**config.mk**
```make
export PLATFORM = sky130hd
export DESIGN_NAME = afifo_rd_stream
export DESIGN_NICKNAME = d
export VERILOG_FILES = /design/src/rtl/afifo_pkg.sv /design/src/rtl/stream_buf2.sv /design/src/rtl/afifo_rd_stream.sv
export SDC_FILE = /design/constraint.sdc
export NUM_CORES = 1
export LEC_CHECK = 0
export CAP_MARGIN = 20
export CORE_MARGIN = 5
export CORE_UTILIZATION = 50
export CTS_BUF_LIST = sky130_fd_sc_hd__clkbuf_4 sky130_fd_sc_hd__clkbuf_8
export DETAILED_ROUTE_END_ITERATION = 8
export GPL_TIMING_DRIVEN = 1
export HOLD_SLACK_MARGIN = 0.15
export PLACE_DENSITY = 0.77
export REMOVE_ABC_BUFFERS = 1
export SLEW_MARGIN = 5
export SYNTH_ARGS = -nofsm -noshare
export SYNTH_HDL_FRONTEND = slang
export SYNTH_SLANG_ARGS = --single-unit
export TNS_END_PERCENT = 30
```
**constraint.sdc**
```tcl
create_clock -name clk -period 2.75 [get_ports clk]
set_input_delay 0.275 -clock clk [delete_from_list [all_inputs] [get_ports clk]]
set_output_delay 0.275 -clock clk [all_outputs]
set_load 0.02 [all_outputs]
```
**src/rtl/afifo_pkg.sv**
```systemverilog
// Shared constants for the AFIFO read-side stream: FSM encoding and output buffer depth.
// No logic; imported by afifo_rd_stream and stream_buf2.
package afifo_pkg;

  typedef enum logic [1:0] {
    IDLE  = 2'd0,
    RUN   = 2'd1,
    DRAIN = 2'd2
  } state_t;

  localparam int BUF_DEPTH = 2;

endpackage

```
**src/rtl/stream_buf2.sv**
```systemverilog
// Two-entry register FIFO with fall-through: a push into an empty buffer is visible on o_dat the same cycle.
// Latency 0 when empty. o_vld holds with o_dat stable until i_rdy; the caller must never push into a full buffer.
module stream_buf2
  import afifo_pkg::*;
#(
  parameter int W = 33
) (
  input  logic         clk,
  input  logic         rst,
  input  logic         i_push,
  input  logic [W-1:0] i_dat,
  output logic         o_vld,
  input  logic         i_rdy,
  output logic [W-1:0] o_dat,
  output logic [1:0]   o_occ
);

  localparam logic [1:0] FULL = 2'(BUF_DEPTH);

  logic [W-1:0] r_e0;
  logic [W-1:0] r_e1;
  logic [1:0]   r_occ;
  logic         w_pop;
  logic         w_has;

  assign w_has = (r_occ != 2'd0);
  assign o_vld = w_has | i_push;
  assign o_dat = w_has ? r_e0 : (i_push ? i_dat : '0);
  assign w_pop = o_vld & i_rdy;
  assign o_occ = r_occ;

  always_ff @(posedge clk) begin
    if (rst) begin
      r_e0  <= '0;
      r_e1  <= '0;
      r_occ <= 2'd0;
    end else begin
      case ({i_push, w_pop})
        2'b10: begin
          if (r_occ != FULL) begin
            if (r_occ == 2'd0) r_e0 <= i_dat;
            else               r_e1 <= i_dat;
            r_occ <= r_occ + 2'd1;
          end
        end
        2'b01: begin
          r_e0  <= r_e1;
          r_occ <= r_occ - 2'd1;
        end
        2'b11: begin
          // Empty buffer: the pushed word went straight out, nothing to store.
          if (r_occ == FULL) begin
            r_e0 <= r_e1;
            r_e1 <= i_dat;
          end else if (r_occ == 2'd1) begin
            r_e0 <= i_dat;
          end
        end
        default: ;
      endcase
    end
  end

endmodule

```
**src/rtl/afifo_rd_stream.sv**
```systemverilog
// AFIFO read-port consumer: credit-limited fifo_rd_en, 2-entry output buffer, burst framing, drain and beat count.
// fifo_rd_en at N gives m_valid at N+1; 1 beat/clk sustained; m_ready low stops reads once the buffer holds 2.
module afifo_rd_stream
  import afifo_pkg::*;
#(
  parameter int DATA_WIDTH = 32,
  parameter int LEN_WIDTH  = 8,
  parameter int CNT_WIDTH  = 16
) (
  input  logic                  clk,
  input  logic                  rst,
  input  logic                  enable,
  input  logic [LEN_WIDTH-1:0]  burst_len,
  input  logic                  fifo_empty,
  output logic                  fifo_rd_en,
  input  logic [DATA_WIDTH-1:0] fifo_rdata,
  output logic                  m_valid,
  input  logic                  m_ready,
  output logic [DATA_WIDTH-1:0] m_data,
  output logic                  m_last,
  output logic                  busy,
  output logic [CNT_WIDTH-1:0]  word_cnt
);

  state_t                r_state;
  state_t                w_state_nxt;
  logic                  r_inflight;
  logic [LEN_WIDTH-1:0]  r_len;
  logic [LEN_WIDTH-1:0]  r_beat_cnt;
  logic [CNT_WIDTH-1:0]  r_word_cnt;

  logic                  w_is_run;
  logic                  w_pop;
  logic                  w_last_tag;
  logic                  w_all_empty;
  logic [1:0]            w_occ;
  logic [2:0]            w_used;
  logic                  w_buf_vld;
  logic [DATA_WIDTH:0]   w_buf_dat;

  // ---------------- FSM ----------------
  always_ff @(posedge clk) begin
    if (rst) r_state <= IDLE;
    else     r_state <= w_state_nxt;
  end

  always_comb begin
    w_state_nxt = r_state;
    unique case (r_state)
      IDLE:    if (enable)      w_state_nxt = RUN;
      RUN:     if (!enable)     w_state_nxt = DRAIN;
      DRAIN:   if (w_all_empty) w_state_nxt = IDLE;
      default:                  w_state_nxt = IDLE;
    endcase
  end

  always_comb begin
    w_is_run = 1'b0;
    busy     = 1'b0;
    unique case (r_state)
      RUN: begin
        w_is_run = 1'b1;
        busy     = 1'b1;
      end
      DRAIN:   busy = 1'b1;
      default: ;
    endcase
  end

  // ---------------- credit logic ----------------
  // A pop this cycle frees its slot in time for the word requested now.
  assign w_pop       = w_buf_vld & m_ready;
  assign w_used      = {1'b0, w_occ} + {2'b00, r_inflight} - {2'b00, w_pop};
  assign fifo_rd_en  = w_is_run & ~fifo_empty & (w_used < 3'(BUF_DEPTH));
  assign w_all_empty = (w_occ == 2'd0) & ~r_inflight;

  // ---------------- beat framing ----------------
  // The last flag is fixed when the word arrives; order is preserved, so the arrival
  // sequence and the handshake sequence see the same beat index for each word.
  assign w_last_tag = (r_beat_cnt == (r_len - LEN_WIDTH'(1)));

  always_ff @(posedge clk) begin
    if (rst) begin
      r_inflight <= 1'b0;
      r_len      <= LEN_WIDTH'(1);
      r_beat_cnt <= '0;
      r_word_cnt <= '0;
    end else begin
      r_inflight <= fifo_rd_en;
      if (r_state == IDLE && enable) begin
        r_len      <= (burst_len == '0) ? LEN_WIDTH'(1) : burst_len;
        r_beat_cnt <= '0;
      end else if (r_inflight) begin
        r_beat_cnt <= w_last_tag ? '0 : r_beat_cnt + LEN_WIDTH'(1);
      end
      if (w_pop) r_word_cnt <= r_word_cnt + CNT_WIDTH'(1);
    end
  end

  // ---------------- output buffer ----------------
  stream_buf2 #(
    .W (DATA_WIDTH + 1)
  ) u_buf (
    .clk    (clk),
    .rst    (rst),
    .i_push (r_inflight),
    .i_dat  ({w_last_tag, fifo_rdata}),
    .o_vld  (w_buf_vld),
    .i_rdy  (m_ready),
    .o_dat  (w_buf_dat),
    .o_occ  (w_occ)
  );

  assign m_valid  = w_buf_vld;
  assign m_data   = w_buf_dat[DATA_WIDTH-1:0];
  assign m_last   = w_buf_vld & w_buf_dat[DATA_WIDTH];
  assign word_cnt = r_word_cnt;

endmodule

```
==> results of run 1 <==
==> per-layer routing <==
layer,global-route usage (%),wire length [um],vias to the layer above
li1,-,-,2410
met1,25.4,5900,2299
met2,33.7,5990,116
met4,4.95,174,0
met3,4.78,606,17
met5,0,0,-
==> where the power goes <==
group	switching [uW]	internal [uW]
clock	512	469
sequential	116	1690
combinational	1710	1200
total	2330	3360
==> state kept, by name (all words and copies together) (netlist names) <==
| signal | cells |
|---|---|
| word_cnt | 16 |
| r_state | 2 |
| r_len | 8 |
| u_buf.o_occ | 2 |
| u_buf.r_e0 | 33 |
| r_inflight | 1 |
| u_buf.r_e1 | 33 |
| r_beat_cnt | 8 |
==> path summary, 6_finish.rpt <==
path                     to  slack (ns)  depth (start not counted)            from
max              fifo_rd_en        0.11                          9  u_buf.o_occ[0]
min          u_buf.r_e1[16]        0.46                          2  u_buf.r_e1[16]
max reg2reg  u_buf.r_e1[18]        0.46                          9  u_buf.o_occ[0]
min reg2reg  u_buf.r_e1[16]        0.46                          2  u_buf.r_e1[16]
==> worst min-delay path, delay by kind of cell, from the launching register on <==
family / cells / cell delay (ns)
DFF: 1 / 0.32
AOI/OAI and AO/OA: 1 / 0.05
and+or+nand+nor: 1 / 0.05
==> cells in the mapped netlist, types with 5 or more instances <==
cell type	count	area (sq um)
a211oi_1	35	263
nand4_1	7	43.8
a21oi_1	52	260
nor3_1	8	40.0
mux2i_1	33	330
o21ai_0	39	195
xnor2_1	13	114
inv_1	45	169
buf_2	8	40.0
and4_1	5	43.8
nand2_1	89	334
nand3_1	44	220
nor4_1	9	56.3
clkbuf_1	31	116
xor2_1	14	123
dfxtp_1	103	2060
nor2_1	58	218
ha_1	12	150
==> layout make-up <==
cell class	count	area (sq um)
fillers	852	3650
clock inverters	4	55.1
well taps	136	170
clock buffers	11	151
inverters	46	173
flip-flops and latches	103	2070
multi-input cells	460	2820
repair buffers	119	1140
==> kinds of logic (layout without fill, tap and decap cells) <==
kind of cell	count (synthesis)	in the layout	share of synthesized area [%]
flops	103	103	39.8
simple gates	241	241	21.4
buf+inv	93	180	7.29
fa+ha+maj	13	13	3.28
mux	33	33	6.37
xor+xnor	27	27	4.56
compound gates	146	146	17.4
==> placed cells by master (no fill, tap or decap), types with 5 or more instances in the layout <==
master	Yosys	final
mux2i_1	33	33
nor2_1	58	57
clkbuf_8	0	12
clkdlybuf4s50_1	0	93
xnor2_1	13	12
a21oi_1	52	51
nor4_1	9	9
dfxtp_1	103	99
o21ai_0	39	39
nand3_1	44	44
nor3_1	8	8
inv_1	45	43
buf_4	3	23
nand4_1	7	7
and4_1	5	5
xor2_1	14	14
ha_1	12	10
a211oi_1	35	35
nand2_1	89	89
==> what timing repair did <==
item,in CTS,in global routing
pin swaps,2,5
gates resized for setup,12,15
buffers inserted,2,2
endpoints found under the setup margin,5,35
==> per-stage QoR <==
stage          hold WS (ns)  area (sq um)  utilization (%)  power (uW)
2_1_floorplan         0.344          4980                -        3580
3_3_place_gp          0.440          6270             61.3        4470
3_5_place_dp          0.446          6270             61.3        4570
4_1_cts               0.458          6510             63.6        5580
5_1_grt               0.475          6580             64.3        6070
6_report              0.457          6580             64.3        5700
==> metrics.txt, run 1 <==
Hold Fails Final Rpt 0; drt first-iter violations approximately 290; global-route wire length before repair between 20000 and 25000 um; EDFF count, synth 0; crit path launch type flip-flop; crit-path cells inv_2, ha_4, a21oi_4, ha_4, nor2_4, fa_1, xnor2_2, nor4b_4, buf_4; later-pin clock latency in the skew report approximately 0.37 ns; Final ANT Viol Nets 0; GRT overflow 0; Pins Over Slew Limit 0; Max stage delay on crit path 0.46 ns; PortBufs 96; CP Capture Type output pin; maximum number of pins on one net before global-route repair 90; pre-CTS setup slack -0.431 ns; final period utilization 96.0%; Worst path slowest cell fa_1; RSZ-0062 raised after global routing no; CTS Buf Count 9; required time worst endpoint 2.48 ns; flop and latch count out of synthesis between 100 and 150; gpl congestion 0.796; Core ar. 0.0102 sq mm; max cap viols 0; hold buffers post-CTS 0; CTS sink cnt between 100 and 150; fin crit period 2.64 ns; H-tree depth 3; Setup Viol. Count Final 0; WS Path Type reg -> out; Fmax around 380 MHz; Fin Clk Skew roughly 0.0086 ns; Seq/Total Area, Yosys 39.8%; Worst Path Buf+Inv 2; PwrDens 866 mW/mm^2; layout cells sized above 1 between 8 and 9%; placed cells 860; Max Root-Sink Buffers 2; Synth Instances 656; average size of a mapped cell 7.90 sq um; DIE AREA 0.0125 sq mm; Syn Std Cell Area just over 0.005 sq mm; setup ws final ~0.11 ns; clock root buffer clkbuf_8; DRC Markers 0; TNS Setup 0 ns; Yosys cell types between 40 and 50; initial antenna violation count 0; clk slew on worst S/H paths about 0.090 ns; most frequent CP cell ha_4; ant diodes 0; Synth Flop Type dfxtp_1; Overall Global Routing Usage between 10% and 20%; status finished, final reports clean; DRT Pass-1 Iters 5; Pleak ~0.0024 uW; post-synthesis async set-or-reset flop share 0%; Largest delay share family, worst path adder cells; Chip Width 112 um; CTS tree built; crit path DAT 2.36 ns; Syn-to-layout area delta 26.9%; Nets 797; Max FO, Critical Path 2; vias in the first global route around 4800; yosys warns 0; Hold/Removal Path Class reg -> reg; drt wl/cell 14.4 um; # rows 37; via count approximately 4800; Starting Density between 50% and 60%; relative slew slack 38.0%; HPWL Detailed 8240 um; Via density 5.51; Die Height 112 um; total length of routed wires 12700 um; non-filler instance count after layout 879; Worst VDD drop 0.511 mV; Top Ports 97; Worst Max-Slew Pin Slew 0.930 ns
Note: power is estimated with default switching activity, not from simulation.
==> run 2, diff against run 1 <==
--- a/config.mk
+++ b/config.mk
@@ -6,7 +6,7 @@
 export NUM_CORES = 1
 export LEC_CHECK = 0
 export CAP_MARGIN = 20
-export CORE_MARGIN = 5
+export CORE_ASPECT_RATIO = 1.1
 export CORE_UTILIZATION = 50
 export CTS_BUF_LIST = sky130_fd_sc_hd__clkbuf_4 sky130_fd_sc_hd__clkbuf_8
 export DETAILED_ROUTE_END_ITERATION = 8
==> run 2 against run 1 <==
Against the previous run: global-route usage rose by 4.2 points; utilization rose by 0.80 points; combinational power fell by 3%; die area is 14% lower; clock power shrank 10%; critical endpoint unchanged.
==> metrics.txt, run 2 (synthesis gave the netlist of run 1 again) <==
status finished, final reports clean; TNS Setup 0 ns (unchanged); Pleak 0.00242 uW (-1.1%); fill count 879 (+3.2%); worst r2r src u_buf.o_occ[1]; Die Height 109 um (-2.7%); RSZ-0062 raised after global routing yes; Finished Cell Area 0.00650 sq mm (-1.2%); CTS tree built; vias in the first global route 4761 (-0.36%); hold depth 2 (unchanged); gpl congestion 0.836 (+5.1%); # rows 38 (+2.7%); hold buffers post-CTS 0 (unchanged); Via density 5.59 (+1.5%); max cap viols 0 (unchanged); PortBufs 96 (unchanged); H-tree depth 3 (unchanged); required time worst endpoint 2.48 ns (about the same); commonest cells after routing, fill and taps aside dfxtp_1, clkdlybuf4s50_1, nand2_1, nor2_1, a21oi_1; relative slew slack 46.3% (+8.3 points); Nets 798 (+0.13%); via count 4832 (-0.21%); clk slew on worst S/H paths 0.11 ns (+0.02 ns); Worst VDD drop 0.561 mV (+9.7%); Worst Max-Slew Pin Slew 0.805 ns (-0.125 ns); GRT overflow 0 (unchanged); CP Capture Type output pin; crit path DAT 2.46 ns (+0.10 ns); WS Path Type reg -> out; CTS Buf Count 9 (unchanged); fin crit period 2.73 ns (+0.0938 ns); Max Root-Sink Buffers 2 (unchanged); DRC Markers 0 (unchanged); final period utilization 99.4% (+3.4 points); Largest delay share family, worst path adder cells; drt wl/cell 14.5 um (+0.60%); clock root buffer clkbuf_8; Chip Width 99.1 um (-11%); Worst Min Path Start u_buf.r_e1[3]; hold path endpoint u_buf.r_e1[3]; DIE AREA 0.0108 sq mm (-14%); ant diodes 0 (unchanged); initial antenna violation count 0 (unchanged); PwrDens 848 mW/mm^2 (-2.1%); Syn-to-layout area delta 25.4%; Max stage delay on crit path 0.47 ns (about the same); Reg2Reg Depth 8 (-1); Hold Fails Final Rpt 0 (unchanged); Hold/Removal Path Class reg -> reg; Core ar. 0.00998 sq mm (-2.4%); crit-path cells inv_2, ha_4, a21oi_2, ha_1, nor2_2, fa_1, nor4b_4, buf_4; Worst path slowest cell fa_1; r2r setup slk 0.61 ns (+0.15 ns); Fmax 366 MHz (-3.4%); DRT Pass-1 Iters 4 (-1); Top Ports 97 (unchanged); worst r2r dst r_inflight; crit path launch type flip-flop; layout cells sized above 1 7.93% (-0.28 points); Max FO, Critical Path 2 (unchanged); Setup Viol. Count Final 0 (unchanged); CTS sink cnt 103 (unchanged); Final ANT Viol Nets 0 (unchanged); global-route wire length before repair 21200 um (-1.3%); register area 0.00207 sq mm (about the same); Fin Clk Skew 0.0159 ns (+0.00731 ns); Worst Path Buf+Inv 2 (unchanged); drt first-iter violations 177 (-39%); Overall Global Routing Usage 24.0% (+4.2 points); commonest non-fill, non-tap cell in the layout dfxtp_1; Pins Over Slew Limit 0 (unchanged); HPWL Detailed 8260 um (+0.26%); dpl cell area 0.00627 sq mm (about the same); total length of routed wires 12500 um (-1.1%); later-pin clock latency in the skew report 0.37 ns (about the same); area taken by multi-input logic gates 0.00279 sq mm (-1.2%); Starting Density 51.9% (+1.3 points); maximum number of pins on one net before global-route repair 77 (-14%)
run 2: cell types whose count changed in the layout (fill, tap and decap cells not counted), sizes merged:
cell      delta
clkbuf       -2
inv          +3
clkinv       -1
buf          +1
clkinvlp     +1
bufinv       -1
run 2: worst reg2reg max path: stages (launching register included):
cell and delay, ns:
dfxtp_2 0.35, inv_2 0.05, ha_4 0.16, a21oi_2 0.15, ha_1 0.27, nor2_2 0.15
fa_1 0.47, nor4b_4 0.32, nor2b_1 0.16
run 2: routing by layer:
| layer | vias to the layer above | global-route usage [%] | share of wire [%] |
|---|---|---|---|
| met2 | 117 | 42.9 | 48 |
| li1 | 2415 | - | - |
| met3 | 14 | 5.45 | 4.8 |
| met1 | 2286 | 29.6 | 46 |
| met5 | - | 0 | 0 |
| met4 | 0 | 5.57 | 0.93 |
run 2: how the worst max path moves through the flow:
stage,endpoint,startpoint,cells past startpoint
after floorplan,fifo_rd_en,u_buf.o_occ[1],7
after global placement,fifo_rd_en,m_ready,8
after detailed placement,fifo_rd_en,m_ready,8
after CTS,fifo_rd_en,u_buf.o_occ[1],8
after global routing,fifo_rd_en,u_buf.o_occ[1],8
final,fifo_rd_en,u_buf.o_occ[1],8
run 2: repair_timing:
item	CTS	global route
pin swaps	0	6
setup endpoints to repair	6	7
resized for setup	10	10
setup buffers	0	2
run 2: area by class of cell:
type	count	share of cell area, %
multi-input cells	460	42.9
flip-flops and latches	103	31.8
repair buffers	120	17.7
inverters	46	2.66
well taps	120	2.31
clock buffers	9	1.91
clock inverters	6	0.808
run 2: metrics by stage:
| stage | hold WS, ns | utilization [%] | total power, uW | cells | setup slack [ns] |
|---|---|---|---|---|---|
| CTS | 0.462 | 64.7 | 5490 | 862 | -0.000447 |
| floorplan | 0.344 | - | 3580 | 609 | -1.16 |
| detailed placement | 0.447 | 62.8 | 4560 | 847 | -0.426 |
| finish | 0.463 | 65.1 | 5510 | 864 | 0.0165 |
| global placement | 0.440 | 62.8 | 4470 | 847 | -0.337 |
| global route | 0.480 | 65.1 | 5920 | 864 | -0.0601 |
run 2: report_power, final:
group	internal [uW]	switching, uW
clock	339	542
combinational	1140	1680
sequential	1690	115
total	3170	2340
==> run 3, diff against run 2 <==
--- a/config.mk
+++ b/config.mk
@@ -8,7 +8,7 @@
 export CAP_MARGIN = 20
 export CORE_ASPECT_RATIO = 1.1
 export CORE_UTILIZATION = 50
-export CTS_BUF_LIST = sky130_fd_sc_hd__clkbuf_4 sky130_fd_sc_hd__clkbuf_8
+export CTS_BUF_LIST = sky130_fd_sc_hd__clkbuf_8 sky130_fd_sc_hd__clkbuf_16
 export DETAILED_ROUTE_END_ITERATION = 8
 export GPL_TIMING_DRIVEN = 1
 export HOLD_SLACK_MARGIN = 0.15
@@ -18,4 +18,4 @@
 export SYNTH_ARGS = -nofsm -noshare
 export SYNTH_HDL_FRONTEND = slang
 export SYNTH_SLANG_ARGS = --single-unit
-export TNS_END_PERCENT = 30
+export TNS_END_PERCENT = 5
==> run 3 against run 2 <==
Against the previous run: global-route usage unchanged; fmax up 0.74%; total power is 0.71% lower; sequential power is essentially flat.
==> metrics.txt, run 3 (synthesis gave the netlist of run 1 again) <==
Pleak 0.00241 uW (-0.45%); PwrDens 845 mW/mm^2 (-0.37%); required time worst endpoint 2.48 ns (about the same); layout cells sized above 1 7.41% (-0.52 points); Setup Viol. Count Final 0 (unchanged); Overall Global Routing Usage 24.0% (unchanged); DRC Markers 0 (unchanged); gpl congestion 0.836 (unchanged); Finished Core Util 64.9% (-0.23 points); Top Ports 97 (unchanged); Final ANT Viol Nets 0 (unchanged); DR WL met2 6080 um (+0.20%); via count 4833 (+0.021%); CTS sink cnt 103 (unchanged); WS Path Type reg -> out; initial antenna violation count 0 (unchanged); TNS Setup 0 ns (unchanged); drt first-iter violations 159 (-10%); Worst VDD drop 0.568 mV (+1.3%); top sig layer met4; Pins Over Slew Limit 0 (unchanged); Worst Min Path Start u_buf.r_e1[3]; fin crit period 2.71 ns (-0.0201 ns); global-route wire length before repair 21200 um (unchanged); fill count 881 (+0.23%); total length of routed wires 12500 um (-0.29%); setup ws final 0.0365 ns (+0.0201 ns); clk slew on worst S/H paths 0.11 ns (about the same); Fmax 369 MHz (+0.74%); relative slew slack 45.9% (-0.45 points); Routed met3 length 608 um (+0.83%); final period utilization 98.7% (-0.73 points); ant diodes 0 (unchanged); pre-CTS setup slack -0.426 ns (unchanged); DIE AREA 0.0108 sq mm (unchanged); Pwr Total 5470 uW (-0.71%); DRT Pass-1 Iters 4 (unchanged); metal1 wirelength 5720 um (-0.54%); Fin Clk Skew 0.0165 ns (+0.000620 ns); CP Capture Type output pin; worst r2r src u_buf.o_occ[1]; # rows 38 (unchanged); H-tree depth 3 (unchanged); max cap viols 0 (unchanged); crit path from u_buf.o_occ[1]; status finished, final reports clean; Via density 5.61 (+0.25%); Nets 796 (-0.25%); Syn-to-layout area delta 24.9%; PortBufs 96 (unchanged); vias in the first global route 4761 (unchanged); CTS tree built; RSZ-0062 raised after global routing yes; crit path launch type flip-flop; CTS Buf Count 9 (unchanged); commonest cells after routing, fill and taps aside dfxtp_1, clkdlybuf4s50_1, nand2_1, nor2_1, a21oi_1; HPWL Detailed 8260 um (unchanged); clock root buffer clkbuf_8; Max Root-Sink Buffers 2 (unchanged); later-pin clock latency in the skew report 0.36 ns (about the same); commonest non-fill, non-tap cell in the layout dfxtp_1; Worst Max-Slew Pin Slew 0.812 ns (+0.00671 ns); Die Height 109 um (unchanged); Chip Width 99.1 um (unchanged); Max FO, Critical Path 2 (unchanged); Core ar. 0.00998 sq mm (unchanged); drt wl/cell 14.5 um (about the same); Hold/Removal Path Class reg -> reg; Starting Density 51.9% (unchanged); GRT overflow 0 (unchanged); Hold Fails Final Rpt 0 (unchanged); setup bufs post-CTS 0 (unchanged); maximum number of pins on one net before global-route repair 77 (unchanged); crit path DAT 2.44 ns (-0.02 ns)
## run 3: per-stage QoR
step / std cells / hold WS (ns) / instance area, sq um
2_1_floorplan: 609 / 0.344 / 4980
5_1_grt: 862 / 0.480 / 6480
3_5_place_dp: 847 / 0.447 / 6270
6_report: 862 / 0.462 / 6480
3_3_place_gp: 847 / 0.440 / 6270
4_1_cts: 862 / 0.462 / 6460
## run 3: worst paths after layout
kind / slack (ns) / cells after the start / to
worst max-delay path: 0.04 / 8 / fifo_rd_en
worst min-delay path: 0.46 / 2 / u_buf.r_e1[3]
worst max register to register: 0.60 / 8 / word_cnt[15]
worst min register to register: 0.46 / 2 / u_buf.r_e1[3]
## run 3: final cells by class
class	count	area, sq um	area share [%]
inverters	46	173	2.67
clock inverters	6	52.6	0.811
multi-input cells	460	2780	42.9
flip-flops and latches	103	2070	31.9
clock buffers	9	124	1.91
well taps	120	150	2.32
repair buffers	118	1130	17.5
## run 3: layer usage
layer	track usage [%]	vias to the layer above
met5	0	-
met4	5.57	0
met3	5.45	10
met2	42.9	108
met1	29.6	2301
li1	-	2414
## run 3: what timing repair did
| item | 4_1_cts | 5_1_grt |
|---|---|---|
| setup endpoints to repair | 6 | 7 |
| resized for setup | 10 | 8 |
| pin swaps | 0 | 5 |
| hold buffers | 0 | 0 |
| gates cloned | 0 | 0 |
| endpoints found under the hold margin | 0 | 0 |
## run 3: critical path: stages, from the launching register on
cell and delay (ns):
dfxtp_2 0.34, inv_1 0.06, ha_2 0.19, a21oi_2 0.14, ha_1 0.26, nor2_2 0.12, fa_1 0.47, nor4b_4 0.32
buf_4 0.19
## run 3: power breakdown
group	total, uW	leakage [uW]	switching, uW	internal, uW
clock network	879	0.0000842	540	339
registers	1800	0.000838	113	1690
logic	2790	0.00149	1670	1120
total	5470	0.00241	2330	3150
